--- config.mk ---
export PLATFORM = sky130hd
export DESIGN_NAME = pc_sequencer
export DESIGN_NICKNAME = d
export VERILOG_FILES = /design/src/rtl/pc_sequencer.sv
export SDC_FILE = /design/constraint.sdc
export NUM_CORES = 1
export LEC_CHECK = 0
export CAP_MARGIN = 20
export CELL_PAD_IN_SITES_DETAIL_PLACEMENT = 0
export CELL_PAD_IN_SITES_GLOBAL_PLACEMENT = 2
export CORE_ASPECT_RATIO = 0.6
export CORE_MARGIN = 8
export CORE_UTILIZATION = 22
export CTS_BUF_LIST = sky130_fd_sc_hd__clkbuf_16
export DETAILED_ROUTE_END_ITERATION = 8
export GPL_ROUTABILITY_DRIVEN = 0
export PLACE_DENSITY_LB_ADDON = 0.1
export SYNTH_ARGS = -nofsm -noshare
export SYNTH_HDL_FRONTEND = slang
export SYNTH_SLANG_ARGS = --single-unit
--- constraint.sdc ---
create_clock -name clk -period 3.1 [get_ports clk]
set_clock_uncertainty 0.2 [all_clocks]
set_input_delay 0.62 -clock clk [delete_from_list [all_inputs] [get_ports clk]]
set_output_delay 0.62 -clock clk [all_outputs]
set_load 0.01 [all_outputs]
--- src/rtl/pc_sequencer.sv ---
// Program-counter sequencer: sequential advance, conditional branches on the ALU
// result, and memory-sourced targets fetched through a valid handshake.
module pc_sequencer #(
    parameter int               WIDTH    = 32,
    parameter logic [WIDTH-1:0] RESET_PC = '0,
    parameter int               CNT_W    = 16
) (
    input  logic             clk,
    input  logic             rst_n,
    input  logic             en,
    input  logic [2:0]       mode,
    input  logic [WIDTH-1:0] aluout,
    input  logic [WIDTH-1:0] reg1,
    input  logic [WIDTH-1:0] direct,
    input  logic [WIDTH-1:0] pcimm,
    input  logic             zero_branch,
    input  logic             mem_valid,
    input  logic [WIDTH-1:0] memout,
    output logic [WIDTH-1:0] pc,
    output logic             pc_valid,
    output logic             mem_req,
    output logic             taken,
    output logic [CNT_W-1:0] branch_cnt,
    output logic [CNT_W-1:0] taken_cnt,
    output logic             align_err
);

    localparam logic [2:0] MODE_BRZ = 3'b001;
    localparam logic [2:0] MODE_BMN = 3'b010;
    localparam logic [2:0] MODE_JMP = 3'b011;
    localparam logic [2:0] MODE_BZ  = 3'b100;
    localparam logic [2:0] MODE_BEQ = 3'b101;

    typedef enum logic {
        ST_RUN,
        ST_WAIT_MEM
    } state_t;

    state_t           r_state;
    state_t           w_stateNext;
    logic [WIDTH-1:0] r_pc;
    logic [WIDTH-1:0] w_pcNext;
    logic [WIDTH-1:0] w_pc4;
    logic             w_pcLoad;
    logic             w_takeLoad;
    logic             w_branchEval;
    logic             w_n;
    logic             w_z;
    logic             r_taken;
    logic [CNT_W-1:0] r_branchCnt;
    logic [CNT_W-1:0] r_takenCnt;
    logic             r_alignErr;

    assign w_n   = aluout[WIDTH-1];
    assign w_z   = (aluout == '0);
    assign w_pc4 = r_pc + WIDTH'(4);

    // Memory-sourced targets (jump, or bmn when negative) park in WAIT_MEM with pc held.
    always_comb begin
        w_stateNext  = r_state;
        w_pcNext     = r_pc;
        w_pcLoad     = 1'b0;
        w_takeLoad   = 1'b0;
        w_branchEval = 1'b0;
        case (r_state)
            ST_RUN: begin
                if (en) begin
                    w_pcLoad = 1'b1;
                    w_pcNext = w_pc4;
                    case (mode)
                        MODE_BRZ: begin
                            w_branchEval = 1'b1;
                            if (w_z) begin
                                w_pcNext   = reg1;
                                w_takeLoad = 1'b1;
                            end
                        end
                        MODE_BMN: begin
                            w_branchEval = 1'b1;
                            if (w_n) begin
                                w_pcLoad    = 1'b0;
                                w_stateNext = ST_WAIT_MEM;
                            end
                        end
                        MODE_JMP: begin
                            w_branchEval = 1'b1;
                            w_pcLoad     = 1'b0;
                            w_stateNext  = ST_WAIT_MEM;
                        end
                        MODE_BZ: begin
                            w_branchEval = 1'b1;
                            if (w_z) begin
                                w_pcNext   = direct;
                                w_takeLoad = 1'b1;
                            end
                        end
                        MODE_BEQ: begin
                            w_branchEval = 1'b1;
                            if (zero_branch) begin
                                w_pcNext   = pcimm;
                                w_takeLoad = 1'b1;
                            end
                        end
                        default: begin
                            w_branchEval = 1'b0;
                        end
                    endcase
                end
            end
            ST_WAIT_MEM: begin
                if (mem_valid) begin
                    w_pcLoad    = 1'b1;
                    w_pcNext    = memout;
                    w_takeLoad  = 1'b1;
                    w_stateNext = ST_RUN;
                end
            end
            default: begin
                w_stateNext = ST_RUN;
            end
        endcase
    end

    always_ff @(posedge clk or negedge rst_n) begin
        if (!rst_n) begin
            r_state <= ST_RUN;
            r_pc    <= RESET_PC;
            r_taken <= 1'b0;
        end else begin
            r_state <= w_stateNext;
            r_taken <= w_takeLoad;
            if (w_pcLoad) begin
                r_pc <= w_pcNext;
            end
        end
    end

    // Statistics saturate instead of wrapping so long runs never read as short ones.
    always_ff @(posedge clk or negedge rst_n) begin
        if (!rst_n) begin
            r_branchCnt <= '0;
            r_takenCnt  <= '0;
            r_alignErr  <= 1'b0;
        end else begin
            if (w_branchEval && (r_branchCnt != {CNT_W{1'b1}})) begin
                r_branchCnt <= r_branchCnt + CNT_W'(1);
            end
            if (w_takeLoad && (r_takenCnt != {CNT_W{1'b1}})) begin
                r_takenCnt <= r_takenCnt + CNT_W'(1);
            end
            if (w_takeLoad && (w_pcNext[1:0] != 2'b00)) begin
                r_alignErr <= 1'b1;
            end
        end
    end

    assign pc         = r_pc;
    assign pc_valid   = (r_state == ST_RUN);
    assign mem_req    = (r_state == ST_WAIT_MEM);
    assign taken      = r_taken;
    assign branch_cnt = r_branchCnt;
    assign taken_cnt  = r_takenCnt;
    assign align_err  = r_alignErr;

endmodule

## Yosys cells after proc, flatten, opt, wreduce, memory -nomap -nowiden

Index checks and enable logic that the tools add are counted.

- Register bits: 67
- Bits of input ports: 168
- Output and inout port bits: 68
- Word-level logic and storage cells: 53

- Add/sub/neg operators: 3
- Equal/unequal tests: 9
- Muxes and demuxes: 25
- Bitwise logic cells: 1
- Reduce and logical (&&, ||, !) cells: 8

Operators by type and width:

| operator | number |
|---|---|
| 32-bit 2-to-1 mux | 5 |
| 32-bit case mux with 3 select lines | 1 |
| 32-bit case mux with 2 select lines | 1 |
| 16-bit by 1-bit adder with 16-bit output (second input constant) | 2 |
| 32-bit by 3-bit adder with 32-bit output (second input constant) | 1 |
| 32-bit logical NOT | 1 |
| 16-bit inequality test (second input constant) | 2 |
| 1-bit 2-to-1 mux | 12 |
| 1-bit case mux with 2 select lines | 6 |
| 3-bit by 2-bit equality test with 1-bit output (second input constant) | 2 |
| 3-bit equality test (second input constant) | 2 |
| 5-bit OR reduction | 1 |
| 2-bit inequality test (second input constant) | 2 |
| 3-bit by 1-bit equality test with 1-bit output (second input constant) | 1 |
| 1-bit logical AND | 3 |
| 3-bit AND reduction | 1 |
| 2-bit nonzero test | 1 |
| 2-bit OR reduction | 1 |
| 1-bit inverter | 1 |

## Depth between registers and ports, before layout

Gate-level depths: netlist of run 1.

- Depth in word-level cells: 7
- Depth in mapped cells: 8
- Depth with buffers taken out: 7

## Least setup slack after synthesis of run 1

OpenSTA, ideal clock, no wires.

- Path type: input to register
- From: in mode[2]
- To: reg r_takenCnt[12], in the netlist taken_cnt[12]
- Library setup time: 0.125 ns
- Data arrival time: 2.245 ns
- Data required time: 2.775 ns
- Slack: 0.531 ns
- Cell stages on the path: 7
- Buffers on the path: 1
- Cell sequence: buf_2 -> nor3b_2 -> nor2_1 -> o31ai_1 -> nand2_1 -> a21oi_1 -> mux2_2

- Cells in the longest elaborated chain, start to end: 6
- Elaborated cells between the ends (all ways): 8
- Classes of those cells: eq/ne (3); mux (3); reduce/logical (2)

RTL lines:

| item | line | source |
|---|---|---|
| from (decl) | 11 | `input logic [2:0] mode,` |
| 3-bit equality test or 3-bit by 1-bit equality test with 1-bit output (tied branches) | 70 | `case (mode)` |
| 2-bit OR reduction (no line) | n/a |  |
| 1-bit case mux with 2 select lines (*) | 70 |  |
| 1-bit 2-to-1 mux (*) | 67 | `if (en) begin` |
| 1-bit case mux with 2 select lines (*) | 65 | `case (r_state)` |
| 1-bit logical AND (*) | 148 | `if (w_takeLoad && (r_takenCnt != {CNT_W{1'b1}})) begin` |
| to (signal assigned) | 149 | `r_takenCnt <= r_takenCnt + CNT_W'(1);` |
| to (decl) | 51 | `logic [CNT_W-1:0] r_takenCnt;` |

Mark *: on every way between the ends. The rest lies on a longest branch, timed or not.
A chain may end at the register's enable or synchronous reset.

## Worst setup path after layout of run 1

- From: in mode[0]
- To: reg r_takenCnt[5], in the netlist taken_cnt[5]

The elaborated chain is that of the path after synthesis.

==> results of run 1 <==
[critical path, delay by kind of cell]
family	cells	cell delay (ps)
buf+inv	2	830
simple gates	3	800
compound gates	2	530
xor+xnor	1	160
[power groups by stage]
| stage | registers, uW | clock network (uW) | logic, uW |
|---|---|---|---|
| 2_1_floorplan | 1430 | 0 | 510 |
| 3_3_place_gp | 1400 | 0 | 1480 |
| 3_5_place_dp | 1410 | 0 | 1480 |
| 4_1_cts | 1400 | 1160 | 1490 |
| 5_1_grt | 1450 | 1190 | 1600 |
| 6_report | 1400 | 1120 | 1470 |
[area by class of cell]
cell class / instances / area share (%)
flip-flops and latches: 67 / 21.9
well taps: 273 / 4.46
clock buffers: 9 / 2.94
repair buffers: 280 / 35.6
multi-input cells: 377 / 33.5
clock inverters: 7 / 1.19
inverters: 9 / 0.441
[placed cells by master, fill, tap and decap left out, drive strengths merged, types with 5 or more instances in the layout]
master         instances
clkdlybuf4s50        234
dfrtp                 67
buf                   46
nand2                 41
a22oi                 41
xnor2                 31
o21ai                 29
xor2                  24
nor2                  24
nand3                 20
a21oi                 17
a222oi                17
nand4                 15
a22o                  15
nor3                  14
nor4                  12
and3                  12
inv                   10
clkbuf                 9
and4                   7
o221ai                 7
and2                   6
mux2                   5
[metal layers]
| layer | track usage [%] | wire [um] | vias up |
|---|---|---|---|
| met1 | 25.4 | 10800 | 2392 |
| li1 | - | - | 2389 |
| met5 | 0 | 13 | - |
| met2 | 23.7 | 8680 | 217 |
| met3 | 5.12 | 1920 | 9 |
| met4 | 2.62 | 95 | 2 |
[per-stage QoR]
stage                     setup TNS (ps)  hold slack (ps)
after floorplan                        0              124
after global placement             -1250              278
after detailed placement           -2500              289
after CTS                              0              263
after global routing                   0              294
final                                  0              218
[logic make-up (layout without fill, tap and decap cells)]
group,count (synthesis),after routing,synth area share (%)
multiplexers,6,6,1.51
AND/OR/NAND/NOR,162,162,19.4
AO/OA/AOI/OAI,151,151,25.3
buffers and inverters,40,305,3.65
XOR/XNOR,55,55,11.0
flip-flops,67,67,38.3
adder cells (fa/ha/maj),3,3,0.857
[state kept, by name, summed over array words and instances (netlist names)]
signal and cells:
align_err 1, mem_req 1, taken_cnt 16, taken 1
branch_cnt 16, pc 32
[final timing paths]
kind                                         endpoint  slack (ps)  cells past startpoint
max reg2reg                  taken_cnt[1]$_DFFE_PN0P_         510                      7
min reg2reg                 branch_cnt[9]$_DFFE_PN0P_         300                      1
max in group asynchronous          pc[28]$_DFFE_PN0P_        1850                      1
min                        branch_cnt[13]$_DFFE_PN0P_         220                      1
min in group clk            branch_cnt[9]$_DFFE_PN0P_         300                      1
max                          taken_cnt[5]$_DFFE_PN0P_         210                      8
==> run metrics, run 1 <==
outcome completed; Clk network pwr share 28.0%; drt first pass iters 5; Synth Cell Area 0.00438 sq mm; largest area contributor in the netlist dfrtp_1; Hold Crit Class input port to asynchronous set/reset pin; CTS resizes 0; Fill cells around 2000; Worst slew margin 37.0%; Worst EP arrival between 2000 and 3000 ps; CTS H-tree depth 3; CTS tree yes; drt initial violations 475; Power Total between 3000 and 4000 uW; Main synth FF type dfrtp_1; critical path type input port to register; total grt overflow 0; Overall Global Routing Usage ~17%; layout net count around 920; Final Setup Violations 0; Gate power share around 37%; clk root buf clkbuf_16; first-pass GRT wire length between 30 and 40 mm; clk_lat worst skew approximately 330 ps; number of diodes 0; final worst path period need 2890 ps; EDFF count, synth 0; yosys warns 0; total CTS buffers 9; Setup Fix Bufs, Post-CTS 0; # hold bufs at CTS 0; Crit. Startpoint mode[0]; initial antenna violation count 1; crit-path max cell delay about 630 ps; area occupied by registers roughly 0.0017 sq mm; vias in the first global route approximately 5200; switching part of the total 33.0%; row count 40; Hold Fails Final Rpt 0; fin crit share a little over 90%; core area slightly below 0.02 sq mm; Area Overhead vs Synth 74.7%; Area contributors post-synth dfrtp_1, a22oi_1, xnor2_1; Clock Sink Count 67; DRT antenna net count 0; Post-DP HPWL between 15 and 20 mm; Syn Inst Count around 480; max-cap violations 0; Critical Path Start Type input port; post-place setup slack -122 ps; Synth top cells by count dfrtp_1, a22oi_1, nand2_1; internal power around 2700 uW; WL per Instance between 20 and 25 um; CP endpoint kind register; Finished Core Util between 30% and 40%; WP data required ~3200 ps; Die ar. roughly 0.025 sq mm; DRC 0; Worst-Margin Slew around 950 ps; Clock Pin Slew Worst Setup and Hold Paths 60 ps; layout cells sized above 1 about a tenth; die height between 100 and 150 um; CP max-delay cell clkdlybuf4s50_1; PnR worst setup slack 212 ps; flops & latches, synth 67; PwrDens 521 mW/mm^2; die extent in x 198 um; non-filler instance count after layout about 1000; placed insts slightly above 1000; Buffers on Ports 235; most numerous cell in the Yosys netlist dfrtp_1; Pleak ~0.003 uW; Seq/Total Area, Yosys a little under two fifths; NetSw 1320 uW; Seq pwr share 35.0%; largest net degree at the start of global routing 68; Post-Syn Nets ~660; syn avg cell area around 9.1 sq um; post-synth top area share 38.3%; peak supply drop between 0.2 and 0.3 mV; Final Instance Area 0.00766 sq mm; Multi-input gate area between 0.002 and 0.003 sq mm; DR vias/cell between 4 and 5; RSZ-0062 raised after global routing false; max-slew violations 0; Initial Utilization 22.2%; fraction of registers with async set/reset between 90% and 100%; CP Max Fanout 9; Post-DP Area ~0.0073 sq mm; Cell Chain, Critical Path clkdlybuf4s50_1, nor3b_4, o21ai_1, a2111oi_2, nor2_1, buf_4, nor3_1, xor2_1; reg-to-reg startpoint taken_cnt[0]$_DFFE_PN0P_; DR vias roughly 5000; I/O pins around 240; library cells used by synthesis 48; maximum clock frequency approximately 350 MHz; Max Root-Sink Buffers 2; drt total wl between 20 and 25 mm
No activity file was read; power rests on OpenSTA's default activity.
==> run 2: changes to the inputs <==
--- a/config.mk
+++ b/config.mk
@@ -5,6 +5,7 @@
 export SDC_FILE = /design/constraint.sdc
 export NUM_CORES = 1
 export LEC_CHECK = 0
+export ABC_CLOCK_PERIOD_IN_PS = 3100
 export CAP_MARGIN = 20
 export CELL_PAD_IN_SITES_DETAIL_PLACEMENT = 0
 export CELL_PAD_IN_SITES_GLOBAL_PLACEMENT = 2
@@ -12,6 +13,7 @@
 export CORE_MARGIN = 8
 export CORE_UTILIZATION = 22
 export CTS_BUF_LIST = sky130_fd_sc_hd__clkbuf_16
+export CTS_CLUSTER_SIZE = 28
 export DETAILED_ROUTE_END_ITERATION = 8
 export GPL_ROUTABILITY_DRIVEN = 0
 export PLACE_DENSITY_LB_ADDON = 0.1
==> constraint.sdc (replaced) <==
create_clock -name clk -period 3.1 [get_ports clk]
set_clock_uncertainty 0.2 [all_clocks]
set_input_delay 0.62 -clock clk [delete_from_list [all_inputs] [get_ports clk]]
set_output_delay 0.62 -clock clk [all_outputs]
set_load 0.1 [all_outputs]
==> run 2 against run 1 <==
  * Sequential share of layout area rose by 0.66 points
  * Hold slack worse by 3.6 ps
  * Clock power down 14%
  * Critical endpoint is now taken_cnt[15]$_DFFE_PN0P_
  * First-iteration DRC count fell by 5.9%
  * Highest routed layer unchanged
  * Critical path type unchanged
  * Die area did not move
  * Sequential cell count stayed put
  * Cell area decreased by 2.9%
  * Setup slack better by 17 ps
  * Sequential power barely moved
  * Critical path depth is 1 lower
==> run metrics, run 2 (synthesized netlist as in run 1, its figures left out) <==
outcome completed; number of diodes 0; Clk network pwr share around 19%; most common cell after layout, fill and taps aside clkdlybuf4s50_1; drt first pass iters 6; total CTS buffers 9; Hold Crit Class input port to asynchronous set/reset pin; fin crit share 92.6%; Setup Fix Bufs, Post-CTS 0; Largest register FFs 32; Area Overhead vs Synth 69.6%; NetSw 2780 uW; Initial Utilization between 20% and 30%; Overall Global Routing Usage around 17%; vias in the first global route roughly 5200; clk root buf clkbuf_16; Worst EP arrival just under 3000 ps; DR vias/cell 4.89; Final Instance Area roughly 0.0074 sq mm; CTS tree yes; switching part of the total between 50% and 60%; Clock Sink Count 67; Post-DP HPWL 17.1 mm; max-cap violations 0; Post-DP Area 0.00716 sq mm; Gate power share about 54%; DRC 0; Max Root-Sink Buffers 2; final worst path period need approximately 2900 ps; first-pass GRT wire length roughly 32 mm; Seq pwr share between 20% and 30%; die height ~130 um; RSZ-0062 raised after global routing false; CP Max Fanout 9; peak supply drop ~0.46 mV; Power Total between 5000 and 6000 uW; Critical Path Start Type input port; DRT antenna net count 0; Pleak 0.00300 uW; Worst-Margin Slew between 900 and 1000 ps; drt initial violations 447; largest net degree at the start of global routing 68; internal power around 2400 uW; core area around 0.020 sq mm; placed insts roughly 1000; area occupied by registers roughly 0.0017 sq mm; I/O pins 236; Hold Fails Final Rpt 0; CP endpoint kind register; Fill cells between 2000 and 2500; Buffers on Ports roughly 240; die extent in x 198 um; critical path type input port to register; layout net count between 900 and 1000; max-slew violations 0; PwrDens ~700 mW/mm^2; Fin Hold WS 214 ps; initial antenna violation count 1; Multi-input gate area 0.00257 sq mm; WL per Instance about 21 um; maximum clock frequency approximately 350 MHz; Clock Pin Slew Worst Setup and Hold Paths around 60 ps; most frequent cells in the layout clkdlybuf4s50_1, buf_4, dfrtp_1, nand2_1, a22oi_1; WP data required approximately 3200 ps; non-filler instance count after layout just over 1000; row count 40; DR vias roughly 5000; clk_lat worst skew approximately 340 ps; layout cells sized above 1 between 10% and 20%; CTS H-tree depth 3; Die ar. ~0.025 sq mm; Reg2Reg Setup Slack a little under 700 ps; drt total wl roughly 21 mm; Worst slew margin 36.8%; Final Setup Violations 0; total grt overflow 0
run 2: critical path, cell delays in order:
cell,delay [ps]
clkdlybuf4s50_1,650
nor3b_4,340
o21ai_1,150
a2111oi_2,410
nor2_2,170
nor4_1,400
xor2_1,190
run 2: path summary, 6_finish.rpt:
check,from,cells past startpoint,to
setup / recovery,mode[0],7,taken_cnt[15]$_DFFE_PN0P_
hold / removal,rst_n,1,branch_cnt[14]$_DFFE_PN0P_
setup reg to reg,taken_cnt[0]$_DFFE_PN0P_,7,taken_cnt[1]$_DFFE_PN0P_
hold reg to reg,branch_cnt[7]$_DFFE_PN0P_,1,branch_cnt[7]$_DFFE_PN0P_
max in group asynchronous,rst_n,1,pc[3]$_DFFE_PN0P_
min in group clk,branch_cnt[7]$_DFFE_PN0P_,1,branch_cnt[7]$_DFFE_PN0P_
run 2: cell type report:
class                   count  area share [%]
flip-flops and latches     67            22.6
well taps                 273            4.60
clock buffers               9            3.03
inverters                   9           0.454
multi-input cells         377            34.5
clock inverters             6           0.572
repair buffers            279            34.3
run 2: metrics by stage:
stage	setup slack (ps)	utilization (%)	TNS, ps
after global routing	44.2	37.6	0
after global placement	-91.2	36.2	-671
after detailed placement	-156	36.2	-1770
after floorplan	160	-	0
after CTS	211	37.6	0
final	229	37.6	0
run 2: routing by layer:
layer | track usage (%) | part of all wire, % | vias to the layer above | wire (um)
met1 | 24.7 | 51 | 2373 | 10800
met4 | 3.02 | 0.84 | 2 | 181
li1 | - | - | 2395 | -
met2 | 23.9 | 40 | 201 | 8670
met3 | 5.22 | 8.0 | 16 | 1720
met5 | 0 | 0.061 | - | 13
run 2: power by group through the flow:
stage | Sequential, uW | Combinational (uW) | Clock (uW)
after floorplan | 2850 | 520 | 0
after global placement | 1420 | 2850 | 0
after detailed placement | 1420 | 2850 | 0
after CTS | 1410 | 2850 | 1000
after global routing | 1450 | 2960 | 1030
final | 1410 | 2830 | 964
run 2: timing repair:
action / 4_1_cts / 5_1_grt
setup endpoints to repair: 0 / 3
resized for setup: 0 / 1
endpoints found under the hold margin: 0 / 0
hold buffers: 0 / 0
